<file path="config.mk">
export PLATFORM = sky130hd
export DESIGN_NAME = erozyon_kontrol_flat
export DESIGN_NICKNAME = d
export VERILOG_FILES = /design/src/rtl/erozyon_pkg.sv /design/src/rtl/erozyon_kontrol_if.sv /design/src/rtl/erozyon_kontrol_pencere_adres.sv /design/src/rtl/erozyon_kontrol.sv /design/src/flat_wrapper.sv
export SDC_FILE = /design/constraint.sdc
export NUM_CORES = 1
export LEC_CHECK = 0
export BUFFER_PORTS_ARGS = -buffer_cell sky130_fd_sc_hd__buf_2
export CAP_MARGIN = 20
export CORE_MARGIN = 1.5
export CORE_UTILIZATION = 41
export CTS_CLUSTER_SIZE = 20
export DETAILED_ROUTE_END_ITERATION = 10
export MAX_ROUTING_LAYER = met4
export SLEW_MARGIN = 40
export SYNTH_ARGS = -nofsm -noshare
export SYNTH_HDL_FRONTEND = slang
export SYNTH_SLANG_ARGS = --single-unit
</file>
<file path="constraint.sdc">
create_clock -name clk_i -period 7.75 [get_ports clk_i]
set_input_delay 0 -clock clk_i [delete_from_list [all_inputs] [get_ports clk_i]]
set_output_delay 0 -clock clk_i [all_outputs]
set_load 0.01 [all_outputs]
</file>
<file path="src/rtl/erozyon_pkg.sv">
// erozyon_pkg: shared types and constants for the erosion sequencer.
// Holds the FSM state enum, the row/column offset tables that map window
// index k=0..8 to a neighbour offset, and the default pad value.
package erozyon_pkg;
  typedef enum logic [2:0] {BOSTA, OKU, ISLE, YAZ, BITTI} durum_t;
  localparam int SATIR_OFS [9] = '{-1, -1, -1, 0, 0, 0, 1, 1, 1};
  localparam int SUTUN_OFS [9] = '{-1, 0, 1, -1, 0, 1, -1, 0, 1};
  localparam logic [7:0] VARSAYILAN_KENAR = 8'hFF;
endpackage

</file>
<file path="src/rtl/erozyon_kontrol_if.sv">
// erozyon_kontrol_if: bus between the sequencer, the image RAMs and the erosion unit.
// Carries start/status, RAM read strobe/address/data, the 3x3 window g0..g8,
// unit enable/result and RAM write strobe/address/data.
// master = sequencer side, slave = environment (RAMs + unit) side.
interface erozyon_kontrol_if #(parameter int ADR_W = 16);
  logic basla_i, oku_en_o, birim_en_o, yaz_en_o, mesgul_o, bitti_o;
  logic [ADR_W-1:0] oku_adr_o, yaz_adr_o;
  logic [7:0] oku_veri_i, birim_veri_i, yaz_veri_o;
  logic [7:0] g0_o, g1_o, g2_o, g3_o, g4_o, g5_o, g6_o, g7_o, g8_o;
  modport master (
    input basla_i, oku_veri_i, birim_veri_i,
    output oku_en_o, oku_adr_o, birim_en_o, yaz_en_o, yaz_adr_o, yaz_veri_o, mesgul_o, bitti_o,
    output g0_o, g1_o, g2_o, g3_o, g4_o, g5_o, g6_o, g7_o, g8_o
  );
  modport slave (
    output basla_i, oku_veri_i, birim_veri_i,
    input oku_en_o, oku_adr_o, birim_en_o, yaz_en_o, yaz_adr_o, yaz_veri_o, mesgul_o, bitti_o,
    input g0_o, g1_o, g2_o, g3_o, g4_o, g5_o, g6_o, g7_o, g8_o
  );
endinterface

</file>
<file path="src/rtl/erozyon_kontrol_pencere_adres.sv">
// pencere_adres: neighbour address generator for one window slot.
// Ports: r, c = current pixel; k = window index 0..8;
// gecerli = neighbour lies inside the image; adr = its row-major address (0 when outside).
module pencere_adres import erozyon_pkg::*; #(
  parameter int GENISLIK = 8,
  parameter int YUKSEKLIK = 8,
  parameter int ADR_W = 16
) (
  input  logic [ADR_W-1:0] r,
  input  logic [ADR_W-1:0] c,
  input  logic [3:0]       k,
  output logic             gecerli,
  output logic [ADR_W-1:0] adr
);
  int rr, cc;
  always_comb begin
    rr = int'(r) + SATIR_OFS[k];
    cc = int'(c) + SUTUN_OFS[k];
  end
  assign gecerli = rr >= 0 && rr < YUKSEKLIK && cc >= 0 && cc < GENISLIK;
  assign adr = gecerli ? ADR_W'(rr * GENISLIK + cc) : '0;
endmodule

</file>
<file path="src/rtl/erozyon_kontrol.sv">
// erozyon_kontrol: runs the 3x3 erosion unit over a whole image, pixel by pixel.
// Ports: clk_i, rst_i (sync, active-low); bus (master) carries basla_i,
// RAM read oku_en_o/oku_adr_o/oku_veri_i, window g0_o..g8_o, unit
// birim_en_o/birim_veri_i, RAM write yaz_en_o/yaz_adr_o/yaz_veri_o, mesgul_o, bitti_o.
module erozyon_kontrol import erozyon_pkg::*; #(
  parameter int GENISLIK = 8,
  parameter int YUKSEKLIK = 8,
  parameter int ADR_W = 16,
  parameter logic [7:0] KENAR_DEGER = VARSAYILAN_KENAR,
  parameter int BIRIM_GECIKME = 15
) (
  input logic clk_i,
  input logic rst_i,
  erozyon_kontrol_if.master bus
);
  durum_t durum;
  logic [ADR_W-1:0] r, c, r_sec, c_sec, adr;
  logic [3:0] say, k_sec;
  logic [15:0] sayac;
  logic [7:0] pencere [9];
  logic oku_onceki, gecerli, son, c_son, yeni_oku;
  assign c_son = c == ADR_W'(GENISLIK - 1);
  assign son = c_son && r == ADR_W'(YUKSEKLIK - 1);
  // A slot is issued when entering OKU (from BOSTA or YAZ) and on each OKU cycle until k=8.
  assign yeni_oku = (durum == BOSTA && bus.basla_i) || (durum == OKU && say < 4'd8) || (durum == YAZ && !son);
  // Issue addresses are computed for the pixel about to be fetched, so YAZ looks one pixel ahead.
  assign r_sec = durum == BOSTA ? '0 : (durum == YAZ && c_son) ? r + 1'b1 : r;
  assign c_sec = (durum == BOSTA || (durum == YAZ && c_son)) ? '0 : durum == YAZ ? c + 1'b1 : c;
  assign k_sec = (durum == OKU && say < 4'd8) ? say + 4'd1 : 4'd0;
  pencere_adres #(.GENISLIK(GENISLIK), .YUKSEKLIK(YUKSEKLIK), .ADR_W(ADR_W)) u_adres (
    .r(r_sec), .c(c_sec), .k(k_sec), .gecerli(gecerli), .adr(adr)
  );
  assign bus.g0_o = pencere[0];
  assign bus.g1_o = pencere[1];
  assign bus.g2_o = pencere[2];
  assign bus.g3_o = pencere[3];
  assign bus.g4_o = pencere[4];
  assign bus.g5_o = pencere[5];
  assign bus.g6_o = pencere[6];
  assign bus.g7_o = pencere[7];
  assign bus.g8_o = pencere[8];
  always_ff @(posedge clk_i) begin
    if (!rst_i) begin
      durum <= BOSTA;
      r <= '0;
      c <= '0;
      say <= '0;
      sayac <= '0;
      oku_onceki <= 1'b0;
      pencere <= '{default: '0};
      bus.oku_en_o <= 1'b0;
      bus.oku_adr_o <= '0;
      bus.birim_en_o <= 1'b0;
      bus.yaz_en_o <= 1'b0;
      bus.yaz_adr_o <= '0;
      bus.yaz_veri_o <= '0;
      bus.mesgul_o <= 1'b0;
      bus.bitti_o <= 1'b0;
    end else begin
      oku_onceki <= bus.oku_en_o;
      bus.oku_en_o <= yeni_oku && gecerli;
      if (yeni_oku) bus.oku_adr_o <= adr;
      // Out-of-image slots are padded at issue time; no read is made for them.
      if (yeni_oku && !gecerli) pencere[k_sec] <= KENAR_DEGER;
      case (durum)
        BOSTA: if (bus.basla_i) begin
          durum <= OKU;
          bus.mesgul_o <= 1'b1;
          r <= '0;
          c <= '0;
          say <= '0;
        end
        OKU: begin
          // Data for the slot issued last cycle is valid now.
          if (say != 4'd0 && oku_onceki) pencere[say - 4'd1] <= bus.oku_veri_i;
          say <= say + 4'd1;
          if (say == 4'd9) begin
            durum <= ISLE;
            sayac <= '0;
            bus.birim_en_o <= 1'b1;
          end
        end
        ISLE: begin
          sayac <= sayac + 16'd1;
          if (sayac == 16'(BIRIM_GECIKME - 1)) begin
            durum <= YAZ;
            bus.birim_en_o <= 1'b0;
            bus.yaz_en_o <= 1'b1;
            bus.yaz_adr_o <= r * ADR_W'(GENISLIK) + c;
            bus.yaz_veri_o <= bus.birim_veri_i;
          end
        end
        YAZ: begin
          bus.yaz_en_o <= 1'b0;
          if (son) begin
            durum <= BITTI;
            bus.bitti_o <= 1'b1;
            bus.mesgul_o <= 1'b0;
          end else begin
            durum <= OKU;
            say <= '0;
            r <= r_sec;
            c <= c_sec;
          end
        end
        BITTI: begin
          bus.bitti_o <= 1'b0;
          durum <= BOSTA;
        end
        default: durum <= BOSTA;
      endcase
    end
  end
endmodule
</file>
<file path="src/flat_wrapper.sv">
// flat-port wrapper written by rule: the top's interface ports become plain ports
module erozyon_kontrol_flat import erozyon_pkg::*;
#(
  parameter int GENISLIK = 8,
  parameter int YUKSEKLIK = 8,
  parameter int ADR_W = 16,
  parameter logic [7:0] KENAR_DEGER = VARSAYILAN_KENAR,
  parameter int BIRIM_GECIKME = 15
)
  (clk_i, rst_i, bus_basla_i, bus_oku_veri_i, bus_birim_veri_i, bus_oku_en_o, bus_oku_adr_o, bus_birim_en_o, bus_yaz_en_o, bus_yaz_adr_o, bus_yaz_veri_o, bus_mesgul_o, bus_bitti_o, bus_g0_o, bus_g1_o, bus_g2_o, bus_g3_o, bus_g4_o, bus_g5_o, bus_g6_o, bus_g7_o, bus_g8_o);
  erozyon_kontrol_if #(.ADR_W(ADR_W)) bus_i ();
  input logic clk_i;
  input logic rst_i;
  input wire logic [$bits(bus_i.basla_i)-1:0] bus_basla_i;
  input wire logic [$bits(bus_i.oku_veri_i)-1:0] bus_oku_veri_i;
  input wire logic [$bits(bus_i.birim_veri_i)-1:0] bus_birim_veri_i;
  output wire logic [$bits(bus_i.oku_en_o)-1:0] bus_oku_en_o;
  output wire logic [$bits(bus_i.oku_adr_o)-1:0] bus_oku_adr_o;
  output wire logic [$bits(bus_i.birim_en_o)-1:0] bus_birim_en_o;
  output wire logic [$bits(bus_i.yaz_en_o)-1:0] bus_yaz_en_o;
  output wire logic [$bits(bus_i.yaz_adr_o)-1:0] bus_yaz_adr_o;
  output wire logic [$bits(bus_i.yaz_veri_o)-1:0] bus_yaz_veri_o;
  output wire logic [$bits(bus_i.mesgul_o)-1:0] bus_mesgul_o;
  output wire logic [$bits(bus_i.bitti_o)-1:0] bus_bitti_o;
  output wire logic [$bits(bus_i.g0_o)-1:0] bus_g0_o;
  output wire logic [$bits(bus_i.g1_o)-1:0] bus_g1_o;
  output wire logic [$bits(bus_i.g2_o)-1:0] bus_g2_o;
  output wire logic [$bits(bus_i.g3_o)-1:0] bus_g3_o;
  output wire logic [$bits(bus_i.g4_o)-1:0] bus_g4_o;
  output wire logic [$bits(bus_i.g5_o)-1:0] bus_g5_o;
  output wire logic [$bits(bus_i.g6_o)-1:0] bus_g6_o;
  output wire logic [$bits(bus_i.g7_o)-1:0] bus_g7_o;
  output wire logic [$bits(bus_i.g8_o)-1:0] bus_g8_o;
  assign bus_i.basla_i = bus_basla_i;
  assign bus_i.oku_veri_i = bus_oku_veri_i;
  assign bus_i.birim_veri_i = bus_birim_veri_i;
  assign bus_oku_en_o = bus_i.oku_en_o;
  assign bus_oku_adr_o = bus_i.oku_adr_o;
  assign bus_birim_en_o = bus_i.birim_en_o;
  assign bus_yaz_en_o = bus_i.yaz_en_o;
  assign bus_yaz_adr_o = bus_i.yaz_adr_o;
  assign bus_yaz_veri_o = bus_i.yaz_veri_o;
  assign bus_mesgul_o = bus_i.mesgul_o;
  assign bus_bitti_o = bus_i.bitti_o;
  assign bus_g0_o = bus_i.g0_o;
  assign bus_g1_o = bus_i.g1_o;
  assign bus_g2_o = bus_i.g2_o;
  assign bus_g3_o = bus_i.g3_o;
  assign bus_g4_o = bus_i.g4_o;
  assign bus_g5_o = bus_i.g5_o;
  assign bus_g6_o = bus_i.g6_o;
  assign bus_g7_o = bus_i.g7_o;
  assign bus_g8_o = bus_i.g8_o;
  erozyon_kontrol #(.GENISLIK(GENISLIK), .YUKSEKLIK(YUKSEKLIK), .ADR_W(ADR_W), .KENAR_DEGER(KENAR_DEGER), .BIRIM_GECIKME(BIRIM_GECIKME)) u_core (.clk_i(clk_i), .rst_i(rst_i), .bus(bus_i));
endmodule
</file>
==> impl_metrics.tcl <==
set metrics [dict create \
    timing.critical_path.buf_inv 1 \
    ys_seq_elements 173 \
    power_switching_share_pct 30.5 \
    grt_max_degree 109 \
    synth-simple-area-share_pct 22.8 \
    wl_per_cell_um 16.2 \
    worst_pin_slew_ps 796 \
    p_seq_share_pct 43.6 \
    drcViolationCount 13 \
    wl_mm 30.1 \
    synth_fa_ha_area_share_pct 8.98 \
    crit_required_ps 8060 \
    die-area_um2 27600 \
    p_int_mw 1.45 \
    grt-ovfl-total 0 \
    powerDensity_nw_per_um2 165 \
    cpPeakStageDelay_ps 730 \
    pwr-share-clk_pct 43.8 \
    maxSlewHeadroom_pct 46.9 \
    async_flop_share_pct 0 \
    synthMuxAreaShare_pct 0.562 \
    cts_buffer_depth 2 \
    ys_seq_area_share_pct 31.7 \
    cts_tree "built" \
    crit_chain "nor2b_1, nand2_1, nor3_1, buf_4, and4_1, nand3_1, xor2_1, nor2_1, ha_1, a21o_1, a21o_1, a2111oi_2, a21oi_1, o21a_1, o31ai_1, nand4b_2, o311ai_4, a21oi_1" \
    hp-class "in -> reg" \
    synth-compound-area-share_pct 25.3 \
    root_buffer "clkbuf_16" \
    fmax_mhz 166 \
    ff2ff_path_depth 18 \
    antenna_cells 0 \
    slowest_stage "o311ai_4" \
    first_global_vias 9346 \
    clkLatencyLatePin_ps 440 \
    dp_hpwl_mm 21.6 \
    vias 10284 \
    cts_htree_levels 4 \
    violations "design-rule violations" \
    cts_buffers 17 \
    p_comb_share_pct 12.6 \
    min_period_ps 6030 \
    fill_cells 2582 \
    synth_area_leaders "dfxtp_1 32%, ha_1 8.3%, o21ai_0 6.6%" \
    ant_nets 0 \
    postSynthCellCount 1399 \
    synth_area_um2 10900 \
    yosys_warnings 0 \
    synthXorXnorAreaFrac_pct 6.02 \
    die_w_um 166 \
    clock_skew_ps 19.0 \
    row_count 59 \
    synth_top_family_by_area "compound AO/OA/AOI/OAI gates" \
    yosys.area.top_type_share_pct 31.7 \
    clkTransAtPathRegs_ps 80 \
    synth-edff-count 0 \
    cp-end-kind "register" \
    tns_ps 0 \
    routabilityCongestion 0.881 \
    io_pins 136 \
    drive_gt1_share_pct 14.1 \
    synth_flop_cell "dfxtp_1" \
    ir_drop_uv 138 \
    portBuffers 135 \
    final_util_pct 48.2 \
    drt-initial-drc-count 980 \
    fp.coreArea_um2 26100 \
    ys_types 71 \
    initial_core_util_pct 41.8 \
    rsz0062_at_grt "no" \
    cap_violations 0 \
    syn_nets 1494 \
    cp_max_fo 18 \
    arrival_ps 6340 \
    p_sw_mw 0.635 \
    cpLargestDelayFamily "compound AO/OA/AOI/OAI gates" \
    hold_depth 3 \
    die-height_um 166 \
    post_cts_buffers 0 \
    grt_pass1_wl_mm 49.6 \
    startpoint_type "register" \
    setup_viol 0 \
    nets 1599 \
    grt_antenna_before_repair 0 \
    p_leak_nw 5.17 \
    cts_sinks 173 \
    firstDrtPassIters 10 \
    routed_via_density 5.55 \
    hold_viol 0 \
    finalMaxSlewViolations 0 \
    syn_to_final_growth_pct 15.4 \
    critical_path_class "reg -> reg" \
    path_depth 18 \
    track_usage_pct 22.4 \
    postSynthAreaPerCell_um2 7.80 \
    fin_crit_sh_pct 77.8 \
    synth_top_cell_by_area "dfxtp_1" \
    status "finished with violations" \
]
[cell usage after synthesis (7+ instances only)]
cell,count
and2_1,23
clkbuf_1,63
xnor2_1,42
o21a_1,16
and3_1,24
ha_1,72
o311ai_4,8
inv_1,62
nand4_1,16
or3_1,10
nor3_1,26
nand3_1,47
a21oi_1,100
nor2b_1,21
nor4_1,14
a21boi_0,33
a31oi_1,28
o211ai_1,10
o211a_1,7
a211oi_1,12
nand2b_1,8
nand2_1,138
xor2_1,33
dfxtp_1,173
nor2_1,158
a21o_1,11
or2_2,9
o21ai_0,144
[cells by family after synthesis]
group / Yosys count
compound gates: 419
xor+xnor: 75
fa+ha+maj: 76
buf+inv: 133
flops: 173
mux: 6
simple gates: 517
[layer usage]
| metal | up-vias | GRT usage (%) | part of all wire, % |
|---|---|---|---|
| li1 | 5148 | - | - |
| met5 | - | - | 0 |
| met1 | 4819 | 31.7 | 51 |
| met2 | 283 | 33.5 | 43 |
| met3 | 34 | 3.34 | 4.9 |
| met4 | 0 | 5.07 | 1.3 |
[cells in the final DEF, fill, tap and decap left out, types with 8 or more instances in the layout]
| cell | n |
|---|---|
| a211oi_1 | 11 |
| a21boi_0 | 33 |
| a21o_1 | 11 |
| a21oi_1 | 100 |
| a31oi_1 | 28 |
| and2_1 | 23 |
| and3_1 | 24 |
| buf_2 | 134 |
| buf_4 | 8 |
| clkbuf_16 | 17 |
| dfxtp_1 | 173 |
| dlygate4sd3_1 | 14 |
| ha_1 | 72 |
| inv_1 | 62 |
| nand2_1 | 138 |
| nand2b_1 | 8 |
| nand3_1 | 47 |
| nand4_1 | 16 |
| nor2_1 | 157 |
| nor2b_1 | 21 |
| nor3_1 | 25 |
| nor4_1 | 14 |
| o211ai_1 | 10 |
| o21a_1 | 16 |
| o21ai_0 | 144 |
| o311ai_4 | 8 |
| or2_2 | 9 |
| or3_1 | 10 |
| xnor2_1 | 42 |
| xor2_1 | 33 |
[through the flow]
stage / setup WS [ps] / hold slack [ps] / area, um^2 / power [mW] / std cells
after floorplan: 2100 / 145 / 10900 / 1.11 / 1399
after global placement: 1730 / 254 / 11800 / 1.18 / 1805
after detailed placement: 1740 / 261 / 11800 / 1.18 / 1806
after CTS: 1730 / 2.72 / 12600 / 2.09 / 1852
after global routing: 1210 / 13.0 / 12600 / 2.17 / 1852
final: 1720 / 10.1 / 12600 / 2.08 / 1852
[worst reg2reg max path: cells and delay by family (launching register included)]
kind                       cells  cell delay [ps]
AOI/OAI and AO/OA              8             2420
and+or+nand+nor                7             2290
DFF                            1              480
adders and majority gates      1              340
buffers and inverters          1              200
xor gates and xnor gates       1              170
[area by class of cell]
| class | instances | area (um^2) | share of cell area (%) |
|---|---|---|---|
| clock inverter | 15 | 209 | 1.66 |
| sequential | 173 | 3460 | 27.5 |
| multi-input combinational | 1093 | 6970 | 55.3 |
| tap | 335 | 419 | 3.33 |
| timing repair buffer | 157 | 882 | 7.00 |
| inverter | 62 | 233 | 1.85 |
| clock buffer | 17 | 425 | 3.38 |
[flip-flops by register name, summed over array words and instances (netlist names), 3 cells and up]
name	count
u_core.bus.g3_o	8
u_core.bus.g2_o	8
u_core.sayac	16
u_core.bus.oku_adr_o	16
u_core.bus.g8_o	8
u_core.bus.g0_o	8
u_core.bus.g7_o	8
u_core.r	16
u_core.durum	3
u_core.c	16
u_core.say	4
u_core.bus.g1_o	8
u_core.bus.g6_o	8
u_core.bus.yaz_veri_o	8
u_core.bus.yaz_adr_o	16
u_core.bus.g4_o	8
u_core.bus.g5_o	8
[power by group through the flow]
stage / Combinational [mW] / Clock, mW / Sequential, mW
after floorplan: 0.179 / 0 / 0.931
after CTS: 0.261 / 0.925 / 0.907
final: 0.262 / 0.912 / 0.907
after detailed placement: 0.255 / 0 / 0.929
after global routing: 0.291 / 0.967 / 0.909
after global placement: 0.252 / 0 / 0.928
[final timing paths]
path	start	slack (ps)	endpoint
hold / removal	bus_oku_veri_i[5]	10	u_core.bus.g3_o[5]$_SDFF_PN0_
setup reg to reg	u_core.durum[0]$_SDFFE_PN0P_	1720	u_core.bus.g1_o[4]$_SDFF_PN0_
hold reg to reg	u_core.bus.oku_adr_o[1]$_SDFFE_PN0P_	450	u_core.bus.oku_adr_o[1]$_SDFFE_PN0P_
setup / recovery	u_core.durum[0]$_SDFFE_PN0P_	1720	u_core.bus.g1_o[4]$_SDFF_PN0_
[repair_timing]
item / in CTS / in global routing
endpoints found under the hold margin: 25 / 0
gates resized for setup: 0 / 0
hold buffers: 14 / 0
Note: power is estimated with default switching activity, not from simulation.
